<file path="config.mk">
export PLATFORM = sky130hd
export DESIGN_NAME = md_sched
export DESIGN_NICKNAME = d
export VERILOG_FILES = /design/src/rtl/md_sched.sv
export SDC_FILE = /design/constraint.sdc
export NUM_CORES = 1
export LEC_CHECK = 0
export ABC_AREA = 1
export CELL_PAD_IN_SITES_DETAIL_PLACEMENT = 0
export CELL_PAD_IN_SITES_GLOBAL_PLACEMENT = 1
export CORE_MARGIN = 4
export CORE_UTILIZATION = 35
export CTS_CLUSTER_DIAMETER = 200
export CTS_CLUSTER_SIZE = 12
export DETAILED_ROUTE_END_ITERATION = 12
export GPL_TIMING_DRIVEN = 0
export PLACE_DENSITY_LB_ADDON = 0.1
export SLEW_MARGIN = 20
export SYNTH_ARGS = -nofsm -noshare
export SYNTH_HDL_FRONTEND = slang
export SYNTH_SLANG_ARGS = --single-unit
export TNS_END_PERCENT = 10
</file>
<file path="constraint.sdc">
create_clock -name clk -period 3.3 [get_ports clk]
set_clock_uncertainty 0.05 [all_clocks]
set_input_delay 0.66 -clock clk [delete_from_list [all_inputs] [get_ports clk]]
set_output_delay 0.66 -clock clk [all_outputs]
set_load 0.02 [all_outputs]
</file>
<file path="src/rtl/md_sched.sv">
// Issue/completion scheduler for the multiply/divide unit: launches an operation,
// holds busy for a fixed latency, strobes the HI/LO commit and stalls decode.
module md_sched #(
  parameter int unsigned MULT_LAT = 5,
  parameter int unsigned DIV_LAT  = 10
) (
  input  logic       clk,
  input  logic       reset,
  input  logic [3:0] md_op_E,
  input  logic       md_use_D,
  input  logic       flush,
  output logic       start,
  output logic [1:0] md_sel,
  output logic       busy,
  output logic       hilo_we,
  output logic       stall_D,
  output logic       err
);

  localparam logic [0:0] IDLE = 1'b0;
  localparam logic [0:0] RUN  = 1'b1;

  localparam logic [3:0] MULT_CNT = MULT_LAT[3:0];
  localparam logic [3:0] DIV_CNT  = DIV_LAT[3:0];

  logic [0:0] state;
  logic [3:0] cnt;
  logic       launch_op;
  logic       md_op;

  always_comb begin
    launch_op = (md_op_E >= 4'd1) && (md_op_E <= 4'd4);
    md_op     = (md_op_E >= 4'd1) && (md_op_E <= 4'd8);
  end

  // start is gated by reset so nothing escapes combinationally while reset is held
  assign start   = !reset && (state == IDLE) && launch_op && !flush;
  assign busy    = (state == RUN);
  assign hilo_we = (state == RUN) && (cnt == 4'd1) && !flush;
  assign stall_D = md_use_D && (start || busy);

  always_ff @(posedge clk or posedge reset) begin
    if (reset) begin
      state  <= IDLE;
      cnt    <= '0;
      md_sel <= '0;
      err    <= 1'b0;
    end else begin
      if ((state == RUN) && md_op)
        err <= 1'b1;
      case (state)
        IDLE: begin
          if (start) begin
            state  <= RUN;
            // low two opcode bits minus one map 1..4 onto 0..3 (4 wraps 00 -> 11)
            md_sel <= md_op_E[1:0] - 2'd1;
            cnt    <= (md_op_E <= 4'd2) ? MULT_CNT : DIV_CNT;
          end
        end
        RUN: begin
          if (flush || (cnt == 4'd1)) begin
            state <= IDLE;
            cnt   <= '0;
          end else begin
            cnt <= cnt - 4'd1;
          end
        end
        default: begin
          state <= IDLE;
          cnt   <= '0;
        end
      endcase
    end
  end

endmodule

</file>
Word level (Yosys, flattened, before mapping) --
Cells that the tools add are included.
Word-level totals: register bits 8, input port bits 8, output and inout port bits 7, word-level logic and storage cells 34
Operators by class: add/subtract/negate cells 2, magnitude comparators 4, eq/ne operators 2, muxes and demuxes 7, bitwise operators 1, reductions and logical operators 14
Operators by type and width (number):
- two-way mux 4 bit | 3
- logical AND 1 bit | 9
- case mux 4 bit (2 select lines) | 1
- equality test 4 x 1 -> 1 bit, second input constant | 1
- greater-or-equal comparator 4 x 1 -> 1 bit, second input constant | 1
- <= comparator 4 x 2 -> 1 bit, second input constant | 1
- <= comparator 4 x 3 -> 1 bit, second input constant | 1
- <= comparator 4 bit, second input constant | 1
- subtractor 4 x 1 -> 4 bit, second input constant | 1
- logical NOT 1 bit | 2
- logical OR 1 bit | 2
- two-way mux 1 bit | 2
- inequality test 2 bit, second input constant | 1
- case mux 1 bit (2 select lines) | 1
- AND reduction 2 bit | 1
- subtractor 2 x 1 -> 2 bit, second input constant | 1
- NOT 1 bit | 1

Longest topological paths before layout --
Gate-level depths: netlist of the first run.
depth after elaboration 6, mapped depth 9, depth with buffers taken out 9

Least setup slack after synthesis of the first run --
OpenSTA, ideal clock, no wires.
path kind in2out, start point in md_op_E[0], end point out stall_D, arrival 1.751 ns, required time 2.590 ns, slack 0.839 ns, cell stages on the path 8, buffers on the path 0, cell sequence inv_1 -> ha_1 -> inv_1 -> nand2_1 -> nand3_1 -> nor2_2 -> nor2_2 -> nor2_1
On the way: cells in the longest elaborated chain, start to end 6, elaborated cells between the ends (all ways) 7, classes of those cells 2 x order compare; 5 x reduce/logical
RTL lines:
- start, declared | RTL line 9 | input logic [3:0] md_op_E,
- greater-or-equal comparator 4 x 1 -> 1 bit or <= comparator 4 x 3 -> 1 bit (tied branches) | RTL line 32 | launch_op = (md_op_E >= 4'd1) && (md_op_E <= 4'd4);
- logical AND 1 bit * | RTL line 32
- logical AND 1 bit * (2 in series) | RTL line 37 | assign start = !reset && (state == IDLE) && launch_op && !flush;
- net start | RTL line 12 | output logic start,
- logical OR 1 bit * | RTL line 40 | assign stall_D = md_use_D && (start || busy);
- logical AND 1 bit * | RTL line 40
- end, declared | RTL line 16 | output logic stall_D,
The timed path passes the listed nets; every way through them passes the cells marked *.

Final worst setup path of the first run --
start point in md_op_E[0], end point out start
On the way: cells in the longest elaborated chain, start to end 4, elaborated cells between the ends (all ways) 5, classes of those cells 2 x order compare; 3 x reduce/logical
RTL lines (RTL line):
- greater-or-equal comparator 4 x 1 -> 1 bit or <= comparator 4 x 3 -> 1 bit (tied branches) | 32
- logical AND 1 bit * | 32
- logical AND 1 bit * (2 in series) | 37
- end, declared | 12
Mark *: on every way between the ends. The rest lies on a longest branch, timed or not.

==> results.md, run 1 <==
* Grt met1 use at 0.151
* DRC at 0
* Met2 Usage GRT at 0.130
* Final ANT Viol Nets at 0
* Kind of critical path: input port to output pin
* DR iter-0 viols at 5
* Total power at 0.000331 W
* First-pass GRT wire length at a little under 2000 um
* P_leak at between 0.4 and 0.5 nW
* Via count at 513
* Hold WC Path Type: register to register
* Crit path required time at 2.59 ns
* Starting density of the core at 0.376
* Post-Syn Area at 579 sq um
* Setup-failing EPs final at 0
* Net count after synthesis at 94
* Worst Tran Pin Value at between 0.3 and 0.4 ns
* Unique masters post-synth at 17
* Clk buf depth at 2
* Crit path max fanout at 3
* RSZ-0062 raised after global routing: no
* GR Overflow Total at 0
* H-Tree Depth at 1
* Crit path time final at 3.10 ns
* Setup bufs post-CTS at 0
* Crit end category: output pin
* Initial antenna violation count at 0
* Status: finished, final reports clean
* Layout cells sized above 1 at 0.133
* Setup TNS at 0 ns
* TritonCTS clock tree: done
* Syn Inst Count at 81
* Worst IR drop on VDD at about 0.23 mV
* Clock root cell: clkbuf_4
* Slew HR at 0.782
* Fmax at 323 MHz
* Setup ws final at 0.203 ns
* Rows at 14
* WHS at 0.415 ns
* Routed vias/inst at 4.50
* Io pins at 15
* Pre-CTS setup slack at 0.0187 ns
* Total Nets Final at 113
* Die height at 48.7 um
* Startpoint types: input port
* M3 GR Usage at 0.0307
* GP Congestion at 0.713
* Vias in the first global route at 450
* Slew Limit Fails at 0
* Buffers on Ports at 14
* Final period util at 0.938
* Die X at 48.7 um
* Drt pass-1 iters at 4
* Final wirelength at 1160 um
* Final Hold Fails at 0
* Num Clock Sinks at 8
* Die area at 2370 sq um
* Largest net degree at the start of global routing at 9
* Area growth, synth to finish at 32.0%
* Detail Placement HPWL at 901 um
* Syn avg cell area at 7.15 sq um
* # diodes at 0
* Pwr Density at 433 nW/um^2
* Data arrival time of the worst path at approximately 2.4 ns
* Sequential-to-total area share from yosys stat at 0.346
* Worst-path clk slew at 0.06 ns
* CTS Buf Count at 3
* Synth Warn # at 0
* Core area at between 1500 and 2000 sq um
* Clock latency on the worst-skew pair at 0.26 ns
* Max Cap Viol at 0
* Busiest grt layer: met1
* Yosys reg bits at 8
* Total GRT Usage at 0.106
* Wirelength per Cell at between 10 and 15 um
cells in the mapped netlist, drive strengths merged:
library cell  number  share of area
nand2             31           0.21
inv               14          0.091
nor2              10          0.091
dfrtp              8           0.35
ha                 5           0.11
nand3              4          0.035
o21ai              4          0.035
a21oi              1          0.015
a31o               1          0.015
nand3b             1          0.035
or2                1          0.011
xor2               1          0.015
timing repair:
action,4_1_cts,5_1_grt
gates resized for setup,0,1
setup endpoints to repair,0,1
hold buffers,0,0
logic make-up (layout without fill, tap and decap cells):
logic type                 Yosys count  after routing  synth area share
buffers and inverters               14             31            0.0907
and+or+nand+nor                     47             47             0.376
DFF                                  8              8             0.346
AOI/OAI and AO/OA                    6              6            0.0648
adders and majority gates            5              5             0.108
xor gates and xnor gates             1              1            0.0151
worst max-delay path: stages:
cell and delay, ns:
clkdlybuf4s50_1 0.44, inv_1 0.11, ha_1 0.15, inv_1 0.04, nand2_1 0.11, nand3_1 0.10, nor2_2 0.14, clkdlybuf4s50_1 0.62
report_power, final:
| group | internal (W) | switching (W) |
|---|---|---|
| Combinational | 0.0000517 | 0.0000650 |
| Clock | 0.0000420 | 0.0000384 |
| Sequential | 0.000117 | 0.0000168 |
placed cells by master (no fill, tap or decap):
cell type / synthesis / layout
nand3_1: 4 / 4
a21oi_2: 1 / 1
nor2_1: 6 / 6
xor2_1: 1 / 1
nand2_2: 1 / 1
nand2_1: 30 / 30
dfrtp_1: 8 / 8
clkdlybuf4s50_1: 0 / 13
nand3b_4: 1 / 1
dlymetal6s2s_1: 0 / 1
clkbuf_4: 0 / 3
nor2_4: 1 / 1
inv_1: 11 / 11
a31o_1: 1 / 1
o21ai_0: 1 / 1
inv_2: 3 / 3
or2_1: 1 / 1
nor2_2: 3 / 3
o21ai_1: 3 / 3
ha_1: 5 / 5
cell type report:
type                       instances  area [sq um]
clock buffer                       3          22.5
inverter                          14          52.6
timing repair buffer              14           143
sequential                         8           200
multi-input combinational         59           327
tap                               16          20.0
fill                             169           777
stage by stage:
step,instances,cell area (sq um),util
after global placement,111,739,0.480
after global routing,114,764,0.496
after detailed placement,111,739,0.480
after CTS,114,762,0.494
after floorplan,81,579,-
final,114,764,0.496
sequential cells by signal, summed over array words and instances (netlist names):
name,flops
cnt,4
md_sel,2
busy,1
err,1
worst paths after layout:
| check | start | to | slack (ns) | cells past startpoint |
|---|---|---|---|---|
| worst max-delay path | md_op_E[0] | start | 0.20 | 8 |
| worst min-delay path | err | err | 0.42 | 1 |
| worst max register to register | cnt[1] | cnt[3] | 2.03 | 7 |
| worst min register to register | err | err | 0.42 | 1 |
| max in group asynchronous | reset | md_sel[0] | 2.33 | 2 |
| min in group asynchronous | reset | busy | 0.63 | 2 |
layer usage:
metal / vias to the layer above / share of wire
met4: 0 / 0.027
met3: 5 / 0.051
met1: 215 / 0.53
met2: 14 / 0.39
li1: 279 / -
met5: - / 0
Power figures use the tool's default switching activity.
==> run 2: changes to the inputs <==
--- a/config.mk
+++ b/config.mk
@@ -10,7 +10,6 @@
 export CELL_PAD_IN_SITES_GLOBAL_PLACEMENT = 1
 export CORE_MARGIN = 4
 export CORE_UTILIZATION = 35
-export CTS_CLUSTER_DIAMETER = 200
 export CTS_CLUSTER_SIZE = 12
 export DETAILED_ROUTE_END_ITERATION = 12
 export GPL_TIMING_DRIVEN = 0
==> results of run 2 <==
Final layout, timing and power as in run 1 (identical DEF).
==> run 3: changes to the inputs <==
--- a/config.mk
+++ b/config.mk
@@ -8,7 +8,6 @@
 export ABC_AREA = 1
 export CELL_PAD_IN_SITES_DETAIL_PLACEMENT = 0
 export CELL_PAD_IN_SITES_GLOBAL_PLACEMENT = 1
-export CORE_MARGIN = 4
 export CORE_UTILIZATION = 35
 export CTS_CLUSTER_SIZE = 12
 export DETAILED_ROUTE_END_ITERATION = 12
==> results.md, run 3 (synthesized netlist as in run 1, its figures left out) <==
* DRC at 0
* Met2 Usage GRT at 0.212
* Slew HR at 0.781
* Starting density of the core at 0.380
* Initial antenna violation count at 0
* Crit path time final at around 3.1 ns
* Die height at 42.7 um
* Final core utilization at 0.499
* Commonest non-fill, non-tap cells in the layout: nand2_1 (30), clkdlybuf4s50_1 (13), inv_1 (11)
* Num Clock Sinks at 8
* Number of flip-flops under the largest register name at 4
* Data arrival time of the worst path at 2.41 ns
* Final period util at 0.946
* GR Overflow Total at 0
* Area growth, synth to finish at 31.3%
* DR iter-0 viols at 7
* Largest net degree at the start of global routing at 9
* Pwr Density at 440 nW/um^2
* Clock latency on the worst-skew pair at between 0.2 and 0.3 ns
* Wirelength per Cell at 10.2 um
* Core area at 1520 sq um
* Commonest non-fill, non-tap cell in the layout: nand2_1
* Finished Layout Cells at 114
* Die area at 1820 sq um
* Fmax at 320 MHz
* Final Hold Fails at 0
* Total GRT Usage at 0.158
* Status: finished, final reports clean
* CTS Buf Count at 3
* P_leak at 0.406 nW
* Buffers on Ports at 14
* TritonCTS clock tree: done
* Cell area after layout at 761 sq um
* Vias in the first global route at 473
* Crit end category: output pin
* Layout cells sized above 1 at 0.133
* Max Cap Viol at 0
* Routed vias/inst at 4.61
* # hold bufs at CTS at 0
* Kind of critical path: input port to output pin
* Inst Count DP at 111
* Rows at 14
* Crit path max fanout at 3
* Detail Placement HPWL at 882 um
* Worst-path clk slew at approximately 0.060 ns
* Total Nets Final at ~110
* Worst-path cell chain: clkdlybuf4s50_1 > inv_1 > ha_1 > inv_1 > nand2_1 > nand3_1 > nor2_2 > clkdlybuf4s50_1
* Clk buf depth at 2
* Reg2reg setup slack at 2.05 ns
* Io pins at 15
* Setup TNS at 0 ns
* Buffers and inverters on the worst path at 4
* Die X at 42.7 um
* Drt pass-1 iters at 4
* Final ANT Viol Nets at 0
* Reg with most FFs: cnt
* Clock root cell: clkbuf_4
* Setup-failing EPs final at 0
* CP delay by family, top: buffers and inverters
* Busiest grt layer: met1
* M3 GR Usage at 0.0511
* Pre-CTS setup slack at -0.0107 ns
* Worst Tran Pin Value at 0.328 ns
* Crit-path max cell delay at between 0.6 and 0.7 ns
* First-pass GRT wire length at 2120 um
* Crit path required time at 2.59 ns
* Worst IR drop on VDD at 0.215 mV
* GP Congestion at 0.745
* Slew Limit Fails at 0
* Via count at about 530
* Hold WC Path Type: register to register
* # diodes at 0
* H-Tree Depth at 1
* Biggest regs: cnt (4), md_sel (2)
* Startpoint types: input port
* Slowest stage cell, crit path: clkdlybuf4s50_1
* Grt met1 use at 0.216
* Setup ws final at 0.178 ns
* Dpl cell area at between 700 and 800 sq um
* RSZ-0062 raised after global routing: no
* Final wirelength at 1160 um
## run 3: cell types whose count changed in the layout (fill, tap and decap cells not counted), sizes merged
cell and change:
dlygate4sd2 +1, dlymetal6s2s -1
## run 3: worst register-to-register path, delay by kind of cell (launching register included)
kind                       cells  cell delay [ns]
DFF                            1             0.38
AOI/OAI and AO/OA              1             0.24
buffers and inverters          1             0.07
and+or+nand+nor                4             0.26
adders and majority gates      1             0.21
## run 3: repair_timing
| action | CTS | global route |
|---|---|---|
| hold endpoints to repair | 0 | 0 |
| setup endpoints to repair | 1 | 0 |
| setup buffers | 0 | 0 |
| resized for setup | 1 | 0 |
## run 3: per-stage QoR
step | hold slack [ns] | power [W]
finish | 0.418 | 0.000335
global route | 0.437 | 0.000357
CTS | 0.427 | 0.000338
detailed placement | 0.412 | 0.000253
global placement | 0.399 | 0.000252
floorplan | 0.421 | 0.000212
## run 3: report_power, final
| part | leakage, nW | internal [W] | switching, W |
|---|---|---|---|
| sequential | 0.0978 | 0.000117 | 0.0000175 |
| clock | 0.0138 | 0.0000422 | 0.0000418 |
| combinational | 0.294 | 0.0000514 | 0.0000644 |
## run 3: area by class of cell
cell class | count | area, sq um
Clock buffer | 3 | 22.5
Fill cell | 166 | 763
Inverter | 14 | 52.6
Multi-Input combinational cell | 59 | 327
Sequential cell | 8 | 200
Tap cell | 16 | 20.0
Timing Repair Buffer | 14 | 139
## run 3: per-layer routing
| layer | wire (um) | vias up |
|---|---|---|
| li1 | - | 281 |
| met1 | 578 | 221 |
| met2 | 469 | 20 |
| met3 | 77 | 4 |
| met4 | 38 | 0 |
| met5 | 0 | - |
## run 3: worst paths after layout
check	from	endpoint	depth (start not counted)
min reg2reg	err	err	1
max	md_op_E[0]	start	8
max reg2reg	cnt[1]	cnt[3]	7
max in group asynchronous	reset	cnt[1]	2
min in group asynchronous	reset	err	2
min	err	err	1
